File: src/rtl/apb_arb_pkg.sv
// apb_arb_pkg
//   Shared types and default sizes for apb_cfg_arbiter and its round-robin
//   arbiter. The timeout default only matters in builds that define
//   APB_ARB_TIMEOUT_EN.
package apb_arb_pkg;

  typedef enum logic [1:0] {
    IDLE   = 2'd0,
    SETUP  = 2'd1,
    ACCESS = 2'd2,
    RESP   = 2'd3
  } arb_state_e;

  localparam int DEF_NUM_REQ     = 3;
  localparam int DEF_ADDR_W      = 8;
  localparam int DEF_DATA_W      = 32;
  localparam int DEF_TIMEOUT_CYC = 255;

endpackage

File: src/rtl/rr_arbiter.sv
// rr_arbiter
//   Combinational round-robin pick. Searches req starting one position
//   after last_grant, wrapping around, and returns the first set bit.
// Ports:
//   req        in  N      pending requests
//   last_grant in  IDX_W  index granted last time
//   grant      out N      one-hot grant (all zero when nothing pending)
//   grant_idx  out IDX_W  index of the granted bit
//   any        out 1      at least one request pending
module rr_arbiter #(
  parameter  int N     = 3,
  localparam int IDX_W = $clog2(N)
) (
  input  logic [N-1:0]     req,
  input  logic [IDX_W-1:0] last_grant,
  output logic [N-1:0]     grant,
  output logic [IDX_W-1:0] grant_idx,
  output logic             any
);

  logic [IDX_W-1:0] cand;

  always_comb begin
    cand      = '0;
    grant_idx = '0;
    any       = 1'b0;
    for (int k = 1; k <= N; k++) begin
      cand = IDX_W'((int'(last_grant) + k) % N);
      if (!any && req[cand]) begin
        any       = 1'b1;
        grant_idx = cand;
      end
    end
    grant = '0;
    if (any) grant[grant_idx] = 1'b1;
  end

endmodule

File: src/rtl/apb_cfg_arbiter.sv
// apb_cfg_arbiter
//   Shares one APB master port between NUM_REQ requesters (MAC register
//   loader, MDIO/PHY manager, host debug bridge) using round-robin
//   arbitration, and returns read data / error status to the winner.
//   Optional build macro APB_ARB_TIMEOUT_EN adds an ACCESS-phase timeout of
//   TIMEOUT_CYC cycles; without it ACCESS waits for pready indefinitely.
// Ports:
//   pclk, presetn        clock, asynchronous active-high reset
//   req_valid/req_write  per-requester request and direction
//   req_addr/req_wdata   packed per-requester address and write data
//   req_ready            one-cycle accept pulse (one-hot)
//   rsp_valid            one-cycle completion pulse (one-hot)
//   rsp_rdata/rsp_err    read data and error, valid with rsp_valid
//   psel..pslverr        APB master port
//
// state  | meaning
// IDLE   | arbitrate; accept winner and capture its request
// SETUP  | APB setup phase (psel=1, penable=0)
// ACCESS | APB access phase, waiting for pready (or timeout)
// RESP   | completion pulse to the granted requester
module apb_cfg_arbiter
  import apb_arb_pkg::*;
#(
  parameter int NUM_REQ = DEF_NUM_REQ,
  parameter int ADDR_W  = DEF_ADDR_W,
  parameter int DATA_W  = DEF_DATA_W
`ifdef APB_ARB_TIMEOUT_EN
  ,
  parameter int TIMEOUT_CYC = DEF_TIMEOUT_CYC
`endif
) (
  input  logic                      pclk,
  input  logic                      presetn,
  input  logic [NUM_REQ-1:0]        req_valid,
  input  logic [NUM_REQ-1:0]        req_write,
  input  logic [NUM_REQ*ADDR_W-1:0] req_addr,
  input  logic [NUM_REQ*DATA_W-1:0] req_wdata,
  output logic [NUM_REQ-1:0]        req_ready,
  output logic [NUM_REQ-1:0]        rsp_valid,
  output logic [DATA_W-1:0]         rsp_rdata,
  output logic                      rsp_err,
  output logic                      psel,
  output logic                      penable,
  output logic                      pwrite,
  output logic [ADDR_W-1:0]         paddr,
  output logic [DATA_W-1:0]         pwdata,
  input  logic [DATA_W-1:0]         prdata,
  input  logic                      pready,
  input  logic                      pslverr
);

  localparam int IDX_W = $clog2(NUM_REQ);

  arb_state_e          state_q, state_d;
  logic [IDX_W-1:0]    last_grant_q, last_grant_d;
  logic                psel_q, psel_d;
  logic                penable_q, penable_d;
  logic                pwrite_q, pwrite_d;
  logic [ADDR_W-1:0]   paddr_q, paddr_d;
  logic [DATA_W-1:0]   pwdata_q, pwdata_d;
  logic [NUM_REQ-1:0]  rsp_valid_q, rsp_valid_d;
  logic [DATA_W-1:0]   rsp_rdata_q, rsp_rdata_d;
  logic                rsp_err_q, rsp_err_d;

`ifdef APB_ARB_TIMEOUT_EN
  localparam int CNT_W = $clog2(TIMEOUT_CYC + 1);
  logic [CNT_W-1:0]    cnt_q, cnt_d;
`endif

  logic [NUM_REQ-1:0]  arb_grant;
  logic [IDX_W-1:0]    arb_idx;
  logic                arb_any;

  logic [ADDR_W-1:0]   addr_arr  [NUM_REQ];
  logic [DATA_W-1:0]   wdata_arr [NUM_REQ];

  for (genvar i = 0; i < NUM_REQ; i++) begin : g_unpack
    assign addr_arr[i]  = req_addr[i*ADDR_W +: ADDR_W];
    assign wdata_arr[i] = req_wdata[i*DATA_W +: DATA_W];
  end

  rr_arbiter #(.N(NUM_REQ)) u_rr (
    .req        (req_valid),
    .last_grant (last_grant_q),
    .grant      (arb_grant),
    .grant_idx  (arb_idx),
    .any        (arb_any)
  );

  // Accept is combinational in IDLE so the requester sees it in the grant
  // cycle; gated by reset so nothing is accepted while the block is held.
  assign req_ready = (state_q == IDLE && !presetn) ? arb_grant : '0;

  always_comb begin
    state_d      = state_q;
    last_grant_d = last_grant_q;
    psel_d       = psel_q;
    penable_d    = penable_q;
    pwrite_d     = pwrite_q;
    paddr_d      = paddr_q;
    pwdata_d     = pwdata_q;
    rsp_valid_d  = '0;
    rsp_rdata_d  = '0;
    rsp_err_d    = 1'b0;
`ifdef APB_ARB_TIMEOUT_EN
    cnt_d        = cnt_q;
`endif
    unique case (state_q)
      IDLE: begin
        if (arb_any) begin
          state_d      = SETUP;
          last_grant_d = arb_idx;
          psel_d       = 1'b1;
          penable_d    = 1'b0;
          pwrite_d     = req_write[arb_idx];
          paddr_d      = addr_arr[arb_idx];
          pwdata_d     = req_write[arb_idx] ? wdata_arr[arb_idx] : '0;
        end
      end
      SETUP: begin
        state_d   = ACCESS;
        penable_d = 1'b1;
`ifdef APB_ARB_TIMEOUT_EN
        cnt_d     = '0;
`endif
      end
      ACCESS: begin
        // pready is tested first so a completion in the expiry cycle wins.
        if (pready) begin
          state_d                   = RESP;
          rsp_valid_d[last_grant_q] = 1'b1;
          rsp_rdata_d               = pwrite_q ? '0 : prdata;
          rsp_err_d                 = pslverr;
        end
`ifdef APB_ARB_TIMEOUT_EN
        else if (cnt_q == CNT_W'(TIMEOUT_CYC - 1)) begin
          state_d                   = RESP;
          rsp_valid_d[last_grant_q] = 1'b1;
          rsp_err_d                 = 1'b1;
        end else begin
          cnt_d = cnt_q + CNT_W'(1);
        end
`endif
        if (state_d == RESP) begin
          psel_d    = 1'b0;
          penable_d = 1'b0;
          pwrite_d  = 1'b0;
          paddr_d   = '0;
          pwdata_d  = '0;
        end
      end
      RESP: begin
        state_d = IDLE;
      end
      default: begin
        state_d = IDLE;
      end
    endcase
  end

  always_ff @(posedge pclk or posedge presetn) begin
    if (presetn) begin
      state_q      <= IDLE;
      last_grant_q <= IDX_W'(NUM_REQ - 1);
      psel_q       <= 1'b0;
      penable_q    <= 1'b0;
      pwrite_q     <= 1'b0;
      paddr_q      <= '0;
      pwdata_q     <= '0;
      rsp_valid_q  <= '0;
      rsp_rdata_q  <= '0;
      rsp_err_q    <= 1'b0;
`ifdef APB_ARB_TIMEOUT_EN
      cnt_q        <= '0;
`endif
    end else begin
      state_q      <= state_d;
      last_grant_q <= last_grant_d;
      psel_q       <= psel_d;
      penable_q    <= penable_d;
      pwrite_q     <= pwrite_d;
      paddr_q      <= paddr_d;
      pwdata_q     <= pwdata_d;
      rsp_valid_q  <= rsp_valid_d;
      rsp_rdata_q  <= rsp_rdata_d;
      rsp_err_q    <= rsp_err_d;
`ifdef APB_ARB_TIMEOUT_EN
      cnt_q        <= cnt_d;
`endif
    end
  end

  assign psel      = psel_q;
  assign penable   = penable_q;
  assign pwrite    = pwrite_q;
  assign paddr     = paddr_q;
  assign pwdata    = pwdata_q;
  assign rsp_valid = rsp_valid_q;
  assign rsp_rdata = rsp_rdata_q;
  assign rsp_err   = rsp_err_q;

endmodule

File: config.mk
export PLATFORM = sky130hd
export DESIGN_NAME = apb_cfg_arbiter
export DESIGN_NICKNAME = d
export VERILOG_FILES = /design/src/rtl/apb_arb_pkg.sv /design/src/rtl/rr_arbiter.sv /design/src/rtl/apb_cfg_arbiter.sv
export SDC_FILE = /design/constraint.sdc
export NUM_CORES = 1
export LEC_CHECK = 0
export CORE_MARGIN = 3
export CORE_UTILIZATION = 30
export CTS_CLUSTER_DIAMETER = 80
export DETAILED_ROUTE_END_ITERATION = 7
export GPL_ROUTABILITY_DRIVEN = 0
export PLACE_DENSITY_LB_ADDON = 0.08
export SYNTH_ARGS = -nofsm -noshare
export SYNTH_HDL_FRONTEND = slang
export SYNTH_HIERARCHICAL = 1
export SYNTH_SLANG_ARGS = --single-unit
File: constraint.sdc
create_clock -name pclk -period 3.7 [get_ports pclk]
set_input_delay 0.555 -clock pclk [delete_from_list [all_inputs] [get_ports pclk]]
set_output_delay 0.555 -clock pclk [all_outputs]
set_load 0.03 [all_outputs]
Yosys cells after proc, flatten, opt, wreduce, memory -nomap -nowiden
Cells that the tools add are included.

storage, ports and cells
  bits in registers = 83
  input port bits = 162
  output and inout bits = 82
  logic and storage cells = 96

operators by class
  $add $sub $neg = 3
  divide/modulo/power cells = 3
  $lt $le $gt $ge = 8
  equal/unequal tests = 6
  multiplexer cells = 51
  bitwise logic cells = 1
  reduce and logical (&&, ||, !) cells = 14

operators by type and width
  kind                                                                count
  two-way mux 32 bit                                                  8
  remainder unit 32 x 3 -> 32 bit (second input constant)             3
  binary-select mux 32 bit (select 2 bit)                             1
  case mux 32 bit (2 select lines)                                    1
  two-way mux 8 bit                                                   4
  binary-select mux 8 bit (select 2 bit)                              1
  case mux 8 bit (2 select lines)                                     1
  < comparator 2 x 3 -> 1 bit (second input constant)                 5
  two-way mux 1 bit                                                   15
  two-way mux 2 bit                                                   6
  two-way mux 3 bit                                                   4
  binary-select mux 1 bit (select 2 bit)                              4
  case mux 2 bit (4 select lines)                                     1
  adder 2 x 2 -> 3 bit (second input constant)                        2
  == test 2 bit (second input constant)                               3
  AND reduction 3 bit                                                 2
  logical AND 1 bit                                                   5
  demux 1 bit (select 2 bit)                                          2
  greater-or-equal comparator 2 x 1 -> 1 bit (second input constant)  2
  != test 2 bit (second input constant)                               2
  case mux 1 bit (2 select lines)                                     2
  adder 2 x 1 -> 3 bit (second input constant)                        1
  greater-or-equal comparator 3 bit (second input constant)           1
  logical NOT 1 bit                                                   3
  other kinds (7)                                                     7

Logic depth before layout (Yosys ltp)
  word-level depth = 18
  depth in mapped cells = 13
  mapped depth without buffers = 10

Hierarchy
The synthesis kept the hierarchy.

by module, submodules not included
  module           instances  cells an instance  area each (µm²)  seq. area each (µm²)
  apb_cfg_arbiter  1          354                3842.4           2078.2
  rr_arbiter       1          39                 257.7            0.0

Worst setup path before layout
OpenSTA, ideal clock, no wires.

  path kind = register to register
  start point = register last_grant_q[1]
  end point = register pwdata_q[10], in the netlist pwdata[10]
  setup time = 0.066 ns
  arrival = 2.468 ns
  data required time = 3.634 ns
  path slack = 1.166 ns
  cell stages (with the launch flop) = 13
  path buffers = 3
  period minus slack after synthesis = 2.534 ns
  cell sequence = dfstp_2 -> inv_1 -> ha_1 -> buf_4 -> nor2b_1 -> nor3_1 -> o221ai_1 -> nor2b_4 -> a211o_1 -> buf_6 -> nor3b_4 -> buf_6 -> a22o_1

between the ends
  elaborated cells on any way between the ends = 33
  classes of those cells = add/sub: 3; div: 3; eq/ne: 1; mux: 20; bitwise: 1; reduce/logical: 5

RTL lines
  what                                      RTL line                text
  start: declaration                        apb_cfg_arbiter.sv:55   logic [IDX_W-1:0] last_grant_q, last_grant_d;
  start signal: assignment                  apb_cfg_arbiter.sv:164  last_grant_q <= IDX_W'(NUM_REQ - 1);
  start signal: assignment                  apb_cfg_arbiter.sv:178  last_grant_q <= last_grant_d;
  adder 2 x 1 -> 3 bit                      rr_arbiter.sv:28        cand = IDX_W'((int'(last_grant) + k) % N);
  remainder unit 32 x 3 -> 32 bit           rr_arbiter.sv:28
  binary-select mux 1 bit (select 2 bit)    rr_arbiter.sv:29        if (!any && req[cand]) begin
  two-way mux 1 bit (implied by the code)   rr_arbiter.sv:29
  two-way mux 1 bit                         rr_arbiter.sv:29
  logical NOT 1 bit                         rr_arbiter.sv:29
  logical AND 1 bit                         rr_arbiter.sv:29
  two-way mux 1 bit                         rr_arbiter.sv:29
  logical NOT 1 bit                         rr_arbiter.sv:29
  logical AND 1 bit                         rr_arbiter.sv:29
  two-way mux 1 bit (*)                     rr_arbiter.sv:29
  net arb_any                               apb_cfg_arbiter.sv:72   logic arb_any;
  != test 2 bit (no source line) (*)        --
  AND reduction 3 bit (no source line) (*)  --
  end signal: assignment                    apb_cfg_arbiter.sv:183  pwdata_q <= pwdata_d;
  end: declaration                          apb_cfg_arbiter.sv:60   logic [DATA_W-1:0] pwdata_q, pwdata_d;

The timed path passes the listed nets; every way through them passes the cells marked *. The select of a mux whose other input is x is not followed.
A chain may end at the register's enable or synchronous reset.

Final worst setup path
  start point = register last_grant_q[0]
  end point = output port req_ready[1]

between the ends
  word-level cells in the longest chain between the ends = 17
  elaborated cells on any way between the ends = 29
  classes of those cells = add/sub: 3; div: 3; order compare: 2; mux: 16; reduce/logical: 5

ends and longest elaborated chain
  what                                                                                                             RTL line               text
  adder 2 x 1 -> 3 bit                                                                                             rr_arbiter.sv:28
  remainder unit 32 x 3 -> 32 bit                                                                                  rr_arbiter.sv:28
  binary-select mux 1 bit (select 2 bit)                                                                           rr_arbiter.sv:29
  two-way mux 1 bit (implied by the code)                                                                          rr_arbiter.sv:29
  two-way mux 1 bit                                                                                                rr_arbiter.sv:29
  logical NOT 1 bit                                                                                                rr_arbiter.sv:29
  logical AND 1 bit                                                                                                rr_arbiter.sv:29
  two-way mux 1 bit                                                                                                rr_arbiter.sv:29
  [2 not listed]                                                                                                   --
  two-way mux 2 bit                                                                                                rr_arbiter.sv:29
  < comparator 2 x 3 -> 1 bit (implied by the code) or greater-or-equal comparator 2 x 1 -> 1 bit (tied branches)  rr_arbiter.sv:35       if (any) grant[grant_idx] = 1'b1;
  logical AND 1 bit (implied by the code)                                                                          rr_arbiter.sv:35
  two-way mux 1 bit (implied by the code)                                                                          rr_arbiter.sv:35
  demux 1 bit (select 2 bit)                                                                                       --
  two-way mux 3 bit (*)                                                                                            rr_arbiter.sv:35
  net arb_grant[1]                                                                                                 apb_cfg_arbiter.sv:70  logic [NUM_REQ-1:0] arb_grant;
  two-way mux 3 bit (*)                                                                                            apb_cfg_arbiter.sv:92  assign req_ready = (state_q == IDLE && !presetn) ? arb_grant : '0;
  end: declaration                                                                                                 apb_cfg_arbiter.sv:38  output logic [NUM_REQ-1:0] req_ready,

Marked as above.

==> metrics.txt <==
status=complete, no violations; DRC=0; Data required, critical path=about 3.1 ns; clock skew=between 0.009 and 0.01 ns; P&R area growth vs syn=70.86%; ANT cells=0; largest net degree at the start of global routing=39; row cnt=42; Avg Inst Size Synth=10.43 um2; Final WS setup=around 0.46 ns; Tot Pwr=around 4.8 mW; CP Capture Type=output pin; DIE HEIGHT=approximately 120 um; Psw=2.025 mW; Unique masters post-synth=40; GRT Util Overall=between 10% and 20%; slowest cell delay on critical path=0.66 ns; leakage=about 3.0 nW; register area share after synthesis=roughly half; worst-path cell chain=inv_1, ha_1, inv_1, a21oi_2, nand4_1, a21boi_1, and2_1, clkdlybuf4s50_1; # IOs=around 240; DR vias/cell=roughly 4.7; Core ar.=13,300 um2; Synth Register Bits=just over 80; post-route minimum period=about 3.2 ns; CTS Sinks=just over 80; top cell type's share of synthesized area=between 50% and 60%; router iterations before antenna repair=4; biggest area consumer among synthesized cells=dfrtp_1; CTS hold repair buffers=0; worst skew pair latency=around 0.34 ns; antenna violations before repair=0; kind of critical path=register to output pin; Synth area leaders=dfrtp_1 (50%), mux2i_1 (10%), a22o_1 (6.6%), and2_1 (5.3%), nand2_1 (4.6%); Die X=around 120 um; Layout Nets=~800; Int Pwr=approximately 2.8 mW; Placed Area=between 6000 and 7000 um2; cell mode on critical path=inv_1; die area=15,110 um2; ys flop type=dfrtp_1; CTS tree=built; Crit-path slowest cell=clkdlybuf4s50_1; Max Transition Viols Final=0; Resized cells post-CTS=0; Post-DRT Antenna Nets=0; Synth Warn #=6; Rel. slew slack=57.93%; Final HPWL DP=~10,000 um; syn_nets=around 560; first-pass GRT wire length=20,390 um; Port Buffers=approximately 240; pre-CTS setup slack=around 0.48 ns; VDD IR-drop max=~330 uV; vias in the first global route=~3,900; wire per inst=roughly 17 um; drt total wl=13,610 um; Clock Path Buffers=2; TNS Setup=0 ns; Fin. Hold Viols=0; fin util=around 53%; Congestion Overflow GR=0; Critical Path Start Type=register; Worst Hold Class=register to register; Post-synth EDFFs=0; data arrival time of the worst path=2.69 ns; share of post-route cells with drive strength above 1=6.477%; combinational share of power=between 50% and 60%; clock power share=a little under a fifth; Final setup viols=0; Slew @ Worst Pin=roughly 0.63 ns; Post-synth ARST share=100.0%; Mapped Cells=just under 400; # Post-CTS Setup Buffers=0; Mapped Area=around 4100 um2; Flop pwr share=26.2%; CTS clk-pin slew, worst paths=0.07 ns; Via Count=3,773; Max Freq=just over 300 MHz; crit share post-route=between 80% and 90%; switching share of power=between 40% and 50%; crit path buf inv count=3; max_cap viols=0; RSZ-0062 raised after global routing=false; Initial DRC Count=between 100 and 150; number of buffers created by CTS=9; Power Density=roughly 690 nW/um2; post-route cell area=about 7000 um2; Worst path top cell family by delay=buffers and inverters; Initial Utilization=between 30% and 40%; CTS H-Tree Depth=3; root buffer cell=clkbuf_16; reg2reg setup slack=approximately 0.76 ns; crit-path max FO=7
==> power groups by stage <==
stage / clock network (mW) / registers (mW) / logic [mW]
2_1_floorplan: 0 / 1.66 / 1.38
3_3_place_gp: 0 / 1.28 / 2.67
3_5_place_dp: 0 / 1.28 / 2.72
4_1_cts: 0.917 / 1.27 / 2.72
5_1_grt: 0.958 / 1.30 / 2.92
6_report: 0.883 / 1.27 / 2.68
==> cells by family (layout without fill, tap and decap cells) <==
group,count (synthesis),in the layout,synth area share [%]
and+or+nand+nor,117,117,14.43
DFF,83,83,50.69
adders and majority gates,7,7,2.136
muxes,44,44,10.83
AOI/OAI and AO/OA,104,104,17.27
buffers and inverters,38,278,4.638
==> per-layer routing <==
layer | global-route usage, % | part of all wire, %
met5 | 0 | 0
met2 | 30.03 | 49
met4 | 6.088 | 1.2
met1 | 19.30 | 36
met3 | 9.012 | 14
==> final cells by class <==
cell class,count,area [um2]
clock inverter,4,31.28
tap,176,220.2
timing repair buffer,255,2522
sequential,83,2078
multi-input combinational,272,1859
fill,1192,6290
inverter,7,27.53
clock buffer,12,266.5
==> flip-flops by register name (all words and copies together), names as in the netlist <==
| name | flops |
|---|---|
| last_grant_q | 2 |
| paddr | 8 |
| penable | 1 |
| psel | 1 |
| pwdata | 32 |
| pwrite | 1 |
| rsp_err | 1 |
| rsp_rdata | 32 |
| rsp_valid | 3 |
| state_q | 2 |
==> worst reg2reg max path, stage by stage, from the launching register on <==
cell and delay, ns:
dfstp_2 0.57, inv_1 0.07, ha_1 0.30, nor2b_1 0.21, nor3_1 0.07, o221ai_1 0.35, nor2b_4 0.08, a211o_2 0.46
nor3b_4 0.22, buf_4 0.35, a22o_1 0.21
==> synth_stat cells (2+ instances only) <==
cell and number:
buf_2 8, nor2b_1 4, nand2_1 50, o31ai_1 9
mux2_2 3, a21oi_1 14, nor3_1 2, nor2_1 15
buf_4 2, o21ai_1 2, inv_1 7, a22o_1 31
a21boi_1 2, o21ai_0 35, mux2i_1 41, buf_6 4
dfrtp_1 82, ha_1 7, nor3b_1 2, and2_1 35
o211a_1 2, clkbuf_1 17, nand2b_1 2
==> metrics by stage <==
step,hold WS (ns),std cells
floorplan,0.5064,393
global placement,0.4610,793
detailed placement,0.4753,793
finish,0.4823,809
global route,0.5021,809
CTS,0.4889,809
==> final timing paths <==
kind | cells past startpoint | startpoint | end
max in group asynchronous | 3 | presetn | state_q[1]
worst min-delay path | 2 | paddr[4] | paddr[4]
worst max register to register | 10 | last_grant_q[1] | pwdata[27]
worst min register to register | 2 | paddr[4] | paddr[4]
worst max-delay path | 8 | last_grant_q[0] | req_ready[1]
min in group asynchronous | 2 | presetn | rsp_rdata[4]
==> cells in the final DEF, fill, tap and decap left out, types with 12 or more instances in the layout <==
cell             synthesis  final
a21oi_1                 14     14
a22o_1                  31     31
and2_1                  35     35
buf_4                    2     12
clkdlybuf4s50_1          0    243
dfrtp_1                 82     82
mux2i_1                 41     41
nand2_1                 50     50
nor2_1                  15     15
o21ai_0                 35     35
Note: power is estimated with default switching activity, not from simulation.
